## config.mk

```make
export PLATFORM = sky130hd
export DESIGN_NAME = alu_cmd_issuer
export DESIGN_NICKNAME = d
export VERILOG_FILES = /design/src/rtl/alu_cmd_issuer_pkg.sv /design/src/rtl/alu_cmd_issuer.sv
export SDC_FILE = /design/constraint.sdc
export NUM_CORES = 1
export LEC_CHECK = 0
export CORE_MARGIN = 8
export CORE_UTILIZATION = 39
export CTS_CLUSTER_DIAMETER = 60
export DETAILED_ROUTE_END_ITERATION = 16
export PLACE_DENSITY_LB_ADDON = 0.1
export SLEW_MARGIN = 15
export SYNTH_ARGS = -nofsm -noshare
export SYNTH_HDL_FRONTEND = slang
export SYNTH_SLANG_ARGS = --single-unit
```

## constraint.sdc

```tcl
create_clock -name clk -period 4 [get_ports clk]
set_input_delay 0.4 -clock clk [delete_from_list [all_inputs] [get_ports clk]]
set_output_delay 0.4 -clock clk [all_outputs]
set_load 0.01 [all_outputs]
```

## src/rtl/alu_cmd_issuer_pkg.sv

```systemverilog
// Shared definitions for the 4-bit ALU port: datapath widths, opcodes,
// issuer FSM state encodings and the opcode legality check.
// Imported by the issuer and by anything else that decodes ALU opcodes.
package alu_cmd_issuer_pkg;

   localparam int DATA_W = 4;   // operand / accumulator width
   localparam int RES_W  = 5;   // ALU result width (carry/borrow/invert in bit 4)

   localparam logic [DATA_W-1:0] OP_ADD  = 4'd3;
   localparam logic [DATA_W-1:0] OP_SUB  = 4'd4;
   localparam logic [DATA_W-1:0] OP_AND  = 4'd5;
   localparam logic [DATA_W-1:0] OP_NAND = 4'd6;
   localparam logic [DATA_W-1:0] OP_OR   = 4'd7;
   localparam logic [DATA_W-1:0] OP_NOR  = 4'd8;
   localparam logic [DATA_W-1:0] OP_XOR  = 4'd9;
   localparam logic [DATA_W-1:0] OP_XNOR = 4'd10;

   localparam logic [1:0] ST_IDLE   = 2'd0;
   localparam logic [1:0] ST_SETTLE = 2'd1;
   localparam logic [1:0] ST_RESP   = 2'd2;

   // The legal opcodes form one contiguous range, ADD..XNOR.
   function automatic logic is_legal_op(input logic [DATA_W-1:0] op);
      return (op >= OP_ADD) && (op <= OP_XNOR);
   endfunction

endpackage

```

## src/rtl/alu_cmd_issuer.sv

```systemverilog
// Purpose : issue valid/ready commands to the combinational 4-bit ALU, capture
//           alu_out after SETTLE_CYCLES and return it on a response channel;
//           keeps a 4-bit accumulator for chained ops, rejects illegal opcodes.
// Latency : rsp_valid SETTLE_CYCLES+1 cycles after the accept cycle (legal),
//           1 cycle after accept (illegal opcode).
// Backpr. : one command in flight; cmd_ready only in IDLE; response and alu_*
//           held until rsp_ready, then one idle cycle before the next accept.
// Ports   : clk/rst_n (async active-low); cmd_valid/cmd_ready/cmd_opcode/
//           cmd_a/cmd_b/cmd_use_acc command channel; alu_in_a/alu_in_b/
//           alu_opcode/alu_out ALU port; rsp_valid/rsp_ready/rsp_result/
//           rsp_zero/rsp_err response channel; acc accumulator.
module alu_cmd_issuer
   import alu_cmd_issuer_pkg::*;
#(
   parameter int SETTLE_CYCLES = 1
) (
   input  logic              clk,
   input  logic              rst_n,
   input  logic              cmd_valid,
   output logic              cmd_ready,
   input  logic [DATA_W-1:0] cmd_opcode,
   input  logic [DATA_W-1:0] cmd_a,
   input  logic [DATA_W-1:0] cmd_b,
   input  logic              cmd_use_acc,
   output logic [DATA_W-1:0] alu_in_a,
   output logic [DATA_W-1:0] alu_in_b,
   output logic [DATA_W-1:0] alu_opcode,
   input  logic [RES_W-1:0]  alu_out,
   output logic              rsp_valid,
   input  logic              rsp_ready,
   output logic [RES_W-1:0]  rsp_result,
   output logic              rsp_zero,
   output logic              rsp_err,
   output logic [DATA_W-1:0] acc
);

   localparam int CNT_W = (SETTLE_CYCLES > 1) ? $clog2(SETTLE_CYCLES) : 1;
   localparam logic [CNT_W-1:0] CNT_LOAD = CNT_W'(SETTLE_CYCLES - 1);

   logic [1:0]        state_q, state_d;
   logic [CNT_W-1:0]  cnt_q, cnt_d;
   logic [DATA_W-1:0] alu_in_a_q, alu_in_a_d;
   logic [DATA_W-1:0] alu_in_b_q, alu_in_b_d;
   logic [DATA_W-1:0] alu_opcode_q, alu_opcode_d;
   logic [RES_W-1:0]  rsp_result_q, rsp_result_d;
   logic              rsp_zero_q, rsp_zero_d;
   logic              rsp_err_q, rsp_err_d;
   logic [DATA_W-1:0] acc_q, acc_d;

   always_comb begin
      state_d      = state_q;
      cnt_d        = cnt_q;
      alu_in_a_d   = alu_in_a_q;
      alu_in_b_d   = alu_in_b_q;
      alu_opcode_d = alu_opcode_q;
      rsp_result_d = rsp_result_q;
      rsp_zero_d   = rsp_zero_q;
      rsp_err_d    = rsp_err_q;
      acc_d        = acc_q;

      case (state_q)
         ST_IDLE: begin
            if (cmd_valid) begin
               if (is_legal_op(cmd_opcode)) begin
                  alu_in_a_d   = cmd_use_acc ? acc_q : cmd_a;
                  alu_in_b_d   = cmd_b;
                  alu_opcode_d = cmd_opcode;
                  cnt_d        = CNT_LOAD;
                  state_d      = ST_SETTLE;
               end else begin
                  // Illegal opcode never reaches the ALU: inputs keep their
                  // last legal values and the error is answered directly.
                  rsp_err_d    = 1'b1;
                  rsp_result_d = '0;
                  rsp_zero_d   = 1'b0;
                  state_d      = ST_RESP;
               end
            end
         end
         ST_SETTLE: begin
            if (cnt_q != '0) begin
               cnt_d = cnt_q - CNT_W'(1);
            end else begin
               rsp_result_d = alu_out;
               rsp_zero_d   = (alu_out[DATA_W-1:0] == '0);
               rsp_err_d    = 1'b0;
               acc_d        = alu_out[DATA_W-1:0];
               state_d      = ST_RESP;
            end
         end
         ST_RESP: begin
            if (rsp_ready) begin
               state_d = ST_IDLE;
            end
         end
         default: state_d = ST_IDLE;
      endcase
   end

   always_ff @(posedge clk or negedge rst_n) begin
      if (!rst_n) begin
         state_q      <= ST_IDLE;
         cnt_q        <= '0;
         alu_in_a_q   <= '0;
         alu_in_b_q   <= '0;
         alu_opcode_q <= OP_ADD;   // 0 + 0 with ADD keeps the ALU output at 0
         rsp_result_q <= '0;
         rsp_zero_q   <= 1'b0;
         rsp_err_q    <= 1'b0;
         acc_q        <= '0;
      end else begin
         state_q      <= state_d;
         cnt_q        <= cnt_d;
         alu_in_a_q   <= alu_in_a_d;
         alu_in_b_q   <= alu_in_b_d;
         alu_opcode_q <= alu_opcode_d;
         rsp_result_q <= rsp_result_d;
         rsp_zero_q   <= rsp_zero_d;
         rsp_err_q    <= rsp_err_d;
         acc_q        <= acc_d;
      end
   end

   assign cmd_ready  = (state_q == ST_IDLE);
   assign rsp_valid  = (state_q == ST_RESP);
   assign alu_in_a   = alu_in_a_q;
   assign alu_in_b   = alu_in_b_q;
   assign alu_opcode = alu_opcode_q;
   assign rsp_result = rsp_result_q;
   assign rsp_zero   = rsp_zero_q;
   assign rsp_err    = rsp_err_q;
   assign acc        = acc_q;

endmodule

```

## Yosys cells after proc, flatten, opt, wreduce, memory -nomap -nowiden

Index checks and enable logic that the tools add are counted.

- Register bits: 26
- Input port bits: 22
- Output and inout port bits: 25
- Word-level logic and storage cells: 51

- Add/sub/neg operators: 1
- $lt $le $gt $ge: 2
- Equal/unequal tests: 7
- Multiplexer cells: 22
- Bitwise gates (word level): 1
- Reductions and logical operators: 9

Operator list:

| cell | number |
|---|---|
| two-way mux 5 bit | 3 |
| case mux 5 bit (2 select lines) | 1 |
| two-way mux 1 bit | 9 |
| AND reduction 3 bit | 3 |
| two-way mux 2 bit | 4 |
| inequality test 2 bit (second input constant) | 3 |
| case mux 1 bit (2 select lines) | 3 |
| case mux 2 bit (3 select lines) | 1 |
| >= comparator 4 x 2 -> 1 bit (second input constant) | 1 |
| <= comparator 4 bit (second input constant) | 1 |
| logical NOT 4 bit | 1 |
| two-way mux 4 bit | 1 |
| inequality test 2 x 1 -> 1 bit (second input constant) | 2 |
| AND reduction 4 bit | 1 |
| == test 2 x 1 -> 1 bit (second input constant) | 1 |
| == test 2 bit (second input constant) | 1 |
| logical NOT 2 bit | 1 |
| AND reduction 2 bit | 1 |
| nonzero test 2 bit | 1 |
| logical AND 1 bit | 1 |
| inverter 1 bit | 1 |
| subtractor 1 bit (second input constant) | 1 |

## Logic depth before layout (Yosys ltp)

Gate-level depths: netlist of run 1.

- Depth in word-level cells: 5
- Mapped depth: 5
- Gate-level depth less buffers: 4

## Least setup slack after synthesis of run 1

Ideal clock, no wire load.

- Kind: input to register
- Start: in cmd_opcode[0]
- End: reg alu_in_b_q[1] (netlist: alu_in_b[1])
- Setup time: 0.125 ns
- Data arrival time: 1.294 ns
- Data required time: 3.875 ns
- Path slack: 2.581 ns
- Stages on the path: 5
- Buffers on the path: 1
- Path through: a21oi_2 -> xnor2_1 -> nand2_2 -> buf_6 -> mux2_4

- Longest elaborated chain between the ends: 3
- Elaborated cells on any way between the ends: 4
- Those cells by class: 2 x order compare; 2 x reduce/logical

RTL lines:

| what | RTL line | RTL |
|---|---|---|
| start, declared | alu_cmd_issuer.sv:21 | `input logic [DATA_W-1:0] cmd_opcode,` |
| >= comparator 4 x 2 -> 1 bit / <= comparator 4 bit (equally long branches) | alu_cmd_issuer_pkg.sv:24 | `return (op >= OP_ADD) && (op <= OP_XNOR);` |
| logical AND 1 bit * | alu_cmd_issuer_pkg.sv:24 |  |
| AND reduction 3 bit (no source line) * | -- |  |
| end signal, assigned | alu_cmd_issuer.sv:115 | `alu_in_b_q <= alu_in_b_d;` |
| end, declared | alu_cmd_issuer.sv:43 | `logic [DATA_W-1:0] alu_in_b_q, alu_in_b_d;` |

Every way passes the cells marked *; elsewhere a longest branch is shown, timed or not.
A chain may end at the register's enable or synchronous reset.

## Worst setup path in the final report of run 1

- Start: reg state_q[0]
- End: out rsp_valid

- Longest elaborated chain between the ends: 1

RTL lines:

| what | RTL line | RTL |
|---|---|---|
| start, declared | alu_cmd_issuer.sv:40 | `logic [1:0] state_q, state_d;` |
| start signal, assigned | alu_cmd_issuer.sv:112 | `state_q <= state_d;` |
| == test 2 bit | alu_cmd_issuer.sv:125 | `assign rsp_valid = (state_q == ST_RESP);` |
| end, declared | alu_cmd_issuer.sv:29 | `output logic rsp_valid,` |

Every way passes these cells.

==> results of run 1 <==
[power groups by stage]
| stage | logic (uW) | clock network, uW | registers (uW) |
|---|---|---|---|
| 6_report | 473 | 108 | 431 |
| 5_1_grt | 514 | 124 | 446 |
| 4_1_cts | 485 | 113 | 433 |
| 3_5_place_dp | 484 | 0 | 438 |
| 3_3_place_gp | 472 | 0 | 433 |
| 2_1_floorplan | 153 | 0 | 479 |
[state kept, by name, summed over array words and instances, names as in the netlist]
signal	flops
state_q	2
alu_in_b	4
acc	4
rsp_err	1
alu_in_a	4
rsp_result	5
rsp_zero	1
alu_opcode	4
[synth_stat cells, drive strengths merged]
library cell / instances
a21oi: 4
a22o: 2
buf: 3
clkbuf: 1
dfrtp: 23
dfstp: 2
inv: 3
mux2: 7
mux2i: 4
nand2: 19
nand2b: 3
nor2: 3
nor2b: 2
o21a: 1
o21ai: 13
o22ai: 1
or4: 1
xnor2: 2
[cell usage in the layout, fill, tap and decap left out, drive strengths merged]
master / netlist / routed
mux2: 7 / 7
nor2b: 2 / 2
o22ai: 1 / 1
clkbuf: 1 / 4
or4: 1 / 1
o21a: 1 / 1
a22o: 2 / 2
nor2: 3 / 3
dfrtp: 23 / 23
buf: 3 / 1
a21oi: 4 / 4
clkdlybuf4s50: 0 / 45
nand2b: 3 / 3
inv: 3 / 3
dfstp: 2 / 2
nand2: 19 / 19
mux2i: 4 / 4
o21ai: 13 / 13
xnor2: 2 / 2
[final timing paths]
path | start | endpoint | cells past startpoint
max | state_q[0] | rsp_valid | 3
min | rst_n | rsp_result[2] | 1
max reg2reg | state_q[1] | alu_opcode[2] | 4
min reg2reg | rsp_err | rsp_err | 1
max in group asynchronous | rst_n | alu_opcode[1] | 1
min in group clk | rsp_err | rsp_err | 1
[worst max-delay path, cell delays in order (launching register included)]
cell	delay (ns)
dfrtp_1	0.44
nand2b_1	0.17
inv_1	0.06
clkdlybuf4s50_1	0.54
[final cells by class]
cell class                 count  area share
timing repair buffer          46       0.292
tap                           31      0.0249
sequential                    25       0.403
inverter                       3     0.00722
clock buffer                   4      0.0169
multi-input combinational     62       0.256
[logic make-up after synthesis]
kind of cell | count (synthesis) | synth area share
xor gates and xnor gates | 2 | 0.0165
buffers and inverters | 7 | 0.0330
AOI/OAI and AO/OA | 21 | 0.113
and+or+nand+nor | 28 | 0.117
muxes | 11 | 0.130
DFF | 25 | 0.591
[stage by stage]
stage                     utilization  instance area, um^2  setup WS (ns)  hold slack, ns  instances
after floorplan                     -                 1060           2.58           0.104         94
after global placement          0.578                 1540           2.05           0.479        167
after detailed placement        0.578                 1540           1.99           0.489        167
after CTS                       0.587                 1560           2.08           0.518        171
after global routing            0.586                 1560           2.02          0.0929        171
final                           0.586                 1560           2.09          0.0564        171
[layer usage]
layer	wire length, um	vias to the layer above	GRT usage	share of wire
met5	0	-	0	0
met1	1110	398	0.145	0.43
li1	-	408	-	-
met3	260	2	0.0426	0.10
met2	1190	25	0.174	0.46
met4	12	0	0.0384	0.0047
==> impl_metrics.yaml, run 1 <==
run_status:
  status: "completed"
clocking:
  cts_made_buffers: 3
  htree_levels: 1
  tritoncts: "yes"
  cts_resized: 0
  cts_root_buf: "clkbuf_4"
  cts_sinks: 25
  postCtsSetupBuffers: 0
  clockBufferDepth: 2
  path_clk_slew_ns: 0.13
  hold_buffers: 0
  insertion_delay_ns: 0.31
placement:
  post-dp-hpwl_um: 2090
  place_congestion: 0.773
  port_buffers: 46
synthesis:
  synth_top_area_frac: 0.542
  synth_seq_cells: 25
  synthesis.nets: 116
  synthCells: 94
  synth_cell_types: 23
  ys_seq_area_frac: 0.591
  synth_top_area_cell: "dfrtp_1"
  synthTopCellsByArea: "dfrtp_1, mux2_4, nand2_1"
  synth.avg_cell_area_um2: 11.3
  synth_area_um2: 1060
  yosysWarnings: 0
drt:
  via_per_inst: 4.87
  dr.pass1.iters: 4
  vias: 833
  drc_errors: 0
  wire_per_inst_um: 15.0
  ant_nets: 0
  drtIter0Drc: 28
  totalWireLength_um: 2570
cells_and_area:
  drive_above_1_share: 0.107
  area.growth.synth_to_final_pct: 46.8
  antenna-diode-count: 0
  multi_input_area_um2: 399
  final.fill_count: 257
  final_nets: 163
  regArea_um2: 628
power:
  comb_power_share: 0.468
  powerDensity_nw_per_um2: 649
  ir_drop_v: 0.000427
  switching_share: 0.316
  p_total_uw: 1010
  leakage_uw: 0.000701
  power.switching_uw: 320
  p_clk_frac: 0.107
  cell_internal_pwr_uw: 692
  seqPwrFrac: 0.425
global_routing:
  grt_pass1_wl_um: 4040
  overflow: 0
  antenna_found_initial: 0
  track_usage: 0.114
  grt_max_degree: 26
  grt_pass1_vias: 851
die:
  initial_core_util: 0.399
  fp.dieW_um: 68.2
  core_area_um2: 2660
  fp.dieH_um: 68.2
  dieArea_um2: 4650
  num_rows: 19
  ios: 47
timing:
  maxSlewViolCount: 0
  tns_ns: 0
  hold_viol_final: 0
  post-route-min-period_ns: 1.91
  finalSetupViolations: 0
  max_slew_margin: 0.631
  clock.fmax_mhz: 523
  fin_skew_ns: 0.00977
  tightest_slew_ns: 0.554
  rsz0062_at_grt: "no"
  period_share: 0.478
worst_setup_path:
  setup.worst_path.end_class: "output pin"
  worstSetupStartpointType: "flop"
  crit_arrival_ns: 1.51
  required_ns: 3.60
  ff2ff_setup_slack_ns: 2.56
  worstPathMaxFanout: 5
  path_class: "reg -> out"
min_path:
  holdCritPathClass: "in -> async"
job:
  cap_violations: 0
No activity file was read; power rests on OpenSTA's default activity.
==> run 2: changes to the inputs <==
- clock period: 4 -> 1.78 ns (I/O delays scaled with it)
==> run 2 against run 1 <==
Net effect:
- cell count increased by 2.3%
- count of clock-buffer cells in the layout decreased by 1
- first-iteration DRC count shrank 29%
- flip-flop and latch count unchanged
- register-to-register slack worse by 2.3 ns
- sequential share of layout area decreased by 1.0 points
- worst hold slack gained 0.14 ns
- final area rose by 2.6%
- combinational power is 130% higher
- setup slack worse by 1.9 ns
- critical endpoint is now cmd_ready
- largest cell class unchanged
==> impl_metrics.yaml, run 2 (synthesis results as in run 1) <==
clocking:
  hold_buffers: 0
  tritoncts: "yes"
  cts_made_buffers: 3
  postCtsSetupBuffers: 0
  path_clk_slew_ns: 0.14
  cts_root_buf: "clkbuf_4"
  cts_sinks: 25
  htree_levels: 1
  insertion_delay_ns: 0.31
  cts_resized: 0
  clockBufferDepth: 2
timing:
  setup_slack_ns: 0.170
  period_share: 0.904
  tightest_slew_ns: 0.518
  maxSlewViolCount: 0
  max_slew_margin: 0.654
  tns_ns: 0
  finalSetupViolations: 0
  hold_viol_final: 0
  timing.hold.ws_ns: 0.198
  clock.fmax_mhz: 621
  rsz0062_at_grt: "no"
  fin_skew_ns: 0.0114
  post-route-min-period_ns: 1.61
worst_setup_path:
  path_class: "reg -> out"
  crit_arrival_ns: 1.43
  required_ns: 1.60
  worstPathMaxFanout: 5
  setup.worst_path.end_class: "output pin"
  worstSetupStartpointType: "flop"
min_path:
  holdCritPathClass: "in -> async"
cells_and_area:
  mostFrequentLayoutCell: "clkdlybuf4s50_1"
  stdcell_count: 175
  final_cell_mix: "clkdlybuf4s50_1, dfrtp_1, nand2_1"
  final.fill_count: 256
  antenna-diode-count: 0
  area.growth.synth_to_final_pct: 50.6
  drive_above_1_share: 0.132
  largest_reg_flops: 5
  final_nets: 167
drt:
  drc_errors: 0
  via_per_inst: 4.91
  dr.pass1.iters: 4
  ant_nets: 0
  drtIter0Drc: 20
  wire_per_inst_um: 15.3
  totalWireLength_um: 2680
  vias: 860
die:
  initial_core_util: 0.399
  core_area_um2: 2660
  ios: 47
  fp.dieH_um: 68.2
  num_rows: 19
  fp.dieW_um: 68.2
  dieArea_um2: 4650
global_routing:
  grt_max_degree: 26
  antenna_found_initial: 0
  grt_pass1_vias: 888
  track_usage: 0.118
  overflow: 0
  grt_pass1_wl_um: 4260
placement:
  dp_slack_ns: 0.0709
  post-dp-hpwl_um: 2110
  dp.cells: 171
  place_congestion: 0.725
  port_buffers: 46
run_status:
  status: "completed"
power:
  leakage_uw: 0.000731
  powerDensity_nw_per_um2: 1440
  p_total_uw: 2310
  ir_drop_v: 0.000856
job:
  cap_violations: 0
## run 2: cell count changes in the layout (fill, tap and decap cells not counted), sizes merged
| cell | previous run | this run |
|---|---|---|
| clkinvlp | 0 | 1 |
| dlymetal6s2s | 0 | 1 |
| clkbuf | 4 | 3 |
| buf | 1 | 4 |
## run 2: area by class of cell
| class | instances | area, um^2 | area share |
|---|---|---|---|
| Sequential cell | 25 | 628 | 0.392 |
| Clock buffer | 3 | 22.5 | 0.0141 |
| Clock inverter | 1 | 7.51 | 0.00469 |
| Tap cell | 31 | 38.8 | 0.0242 |
| Timing Repair Buffer | 50 | 493 | 0.308 |
| Inverter | 3 | 11.3 | 0.00704 |
| Multi-Input combinational cell | 62 | 399 | 0.249 |
## run 2: metal layers
metal / track usage / routed length, um / vias up
li1: - / - / 418
met1: 0.142 / 1170 / 415
met2: 0.196 / 1240 / 25
met3: 0.0409 / 256 / 2
met4: 0.0307 / 13 / 0
met5: 0 / 0 / -
## run 2: where the power goes
group	leakage (uW)	switching (uW)	total, uW	internal (uW)
clock	0.0000139	169	254	85.5
sequential	0.000310	155	977	822
combinational	0.000408	420	1080	656
total	0.000731	743	2310	1560
## run 2: worst max-delay path: stages, from the launching register on
cell	delay [ns]
dfrtp_1	0.45
nor2_1	0.12
clkdlybuf4s50_1	0.55
## run 2: final timing paths
path | cells past startpoint | from | end | slack [ns]
worst max-delay path | 2 | state_q[0] | cmd_ready | 0.17
worst min-delay path | 2 | rst_n | alu_in_a[0] | 0.20
worst max register to register | 4 | state_q[1] | alu_in_b[1] | 0.31
worst min register to register | 1 | rsp_err | rsp_err | 0.52
max in group asynchronous | 2 | rst_n | alu_opcode[0] | 1.30
min in group clk | 2 | rsp_ready | state_q[1] | 0.42
## run 2: metrics by stage
stage | instance area [um^2] | util
after CTS | 1600 | 0.600
final | 1600 | 0.601
after global placement | 1570 | 0.589
after global routing | 1600 | 0.601
after floorplan | 1060 | -
after detailed placement | 1570 | 0.589
==> run 3: changes to the inputs <==
- CTS_CLUSTER_SIZE: not set -> 12
==> results of run 3 <==
Same layout as run 2: the final DEF is identical, and so are final timing and power.
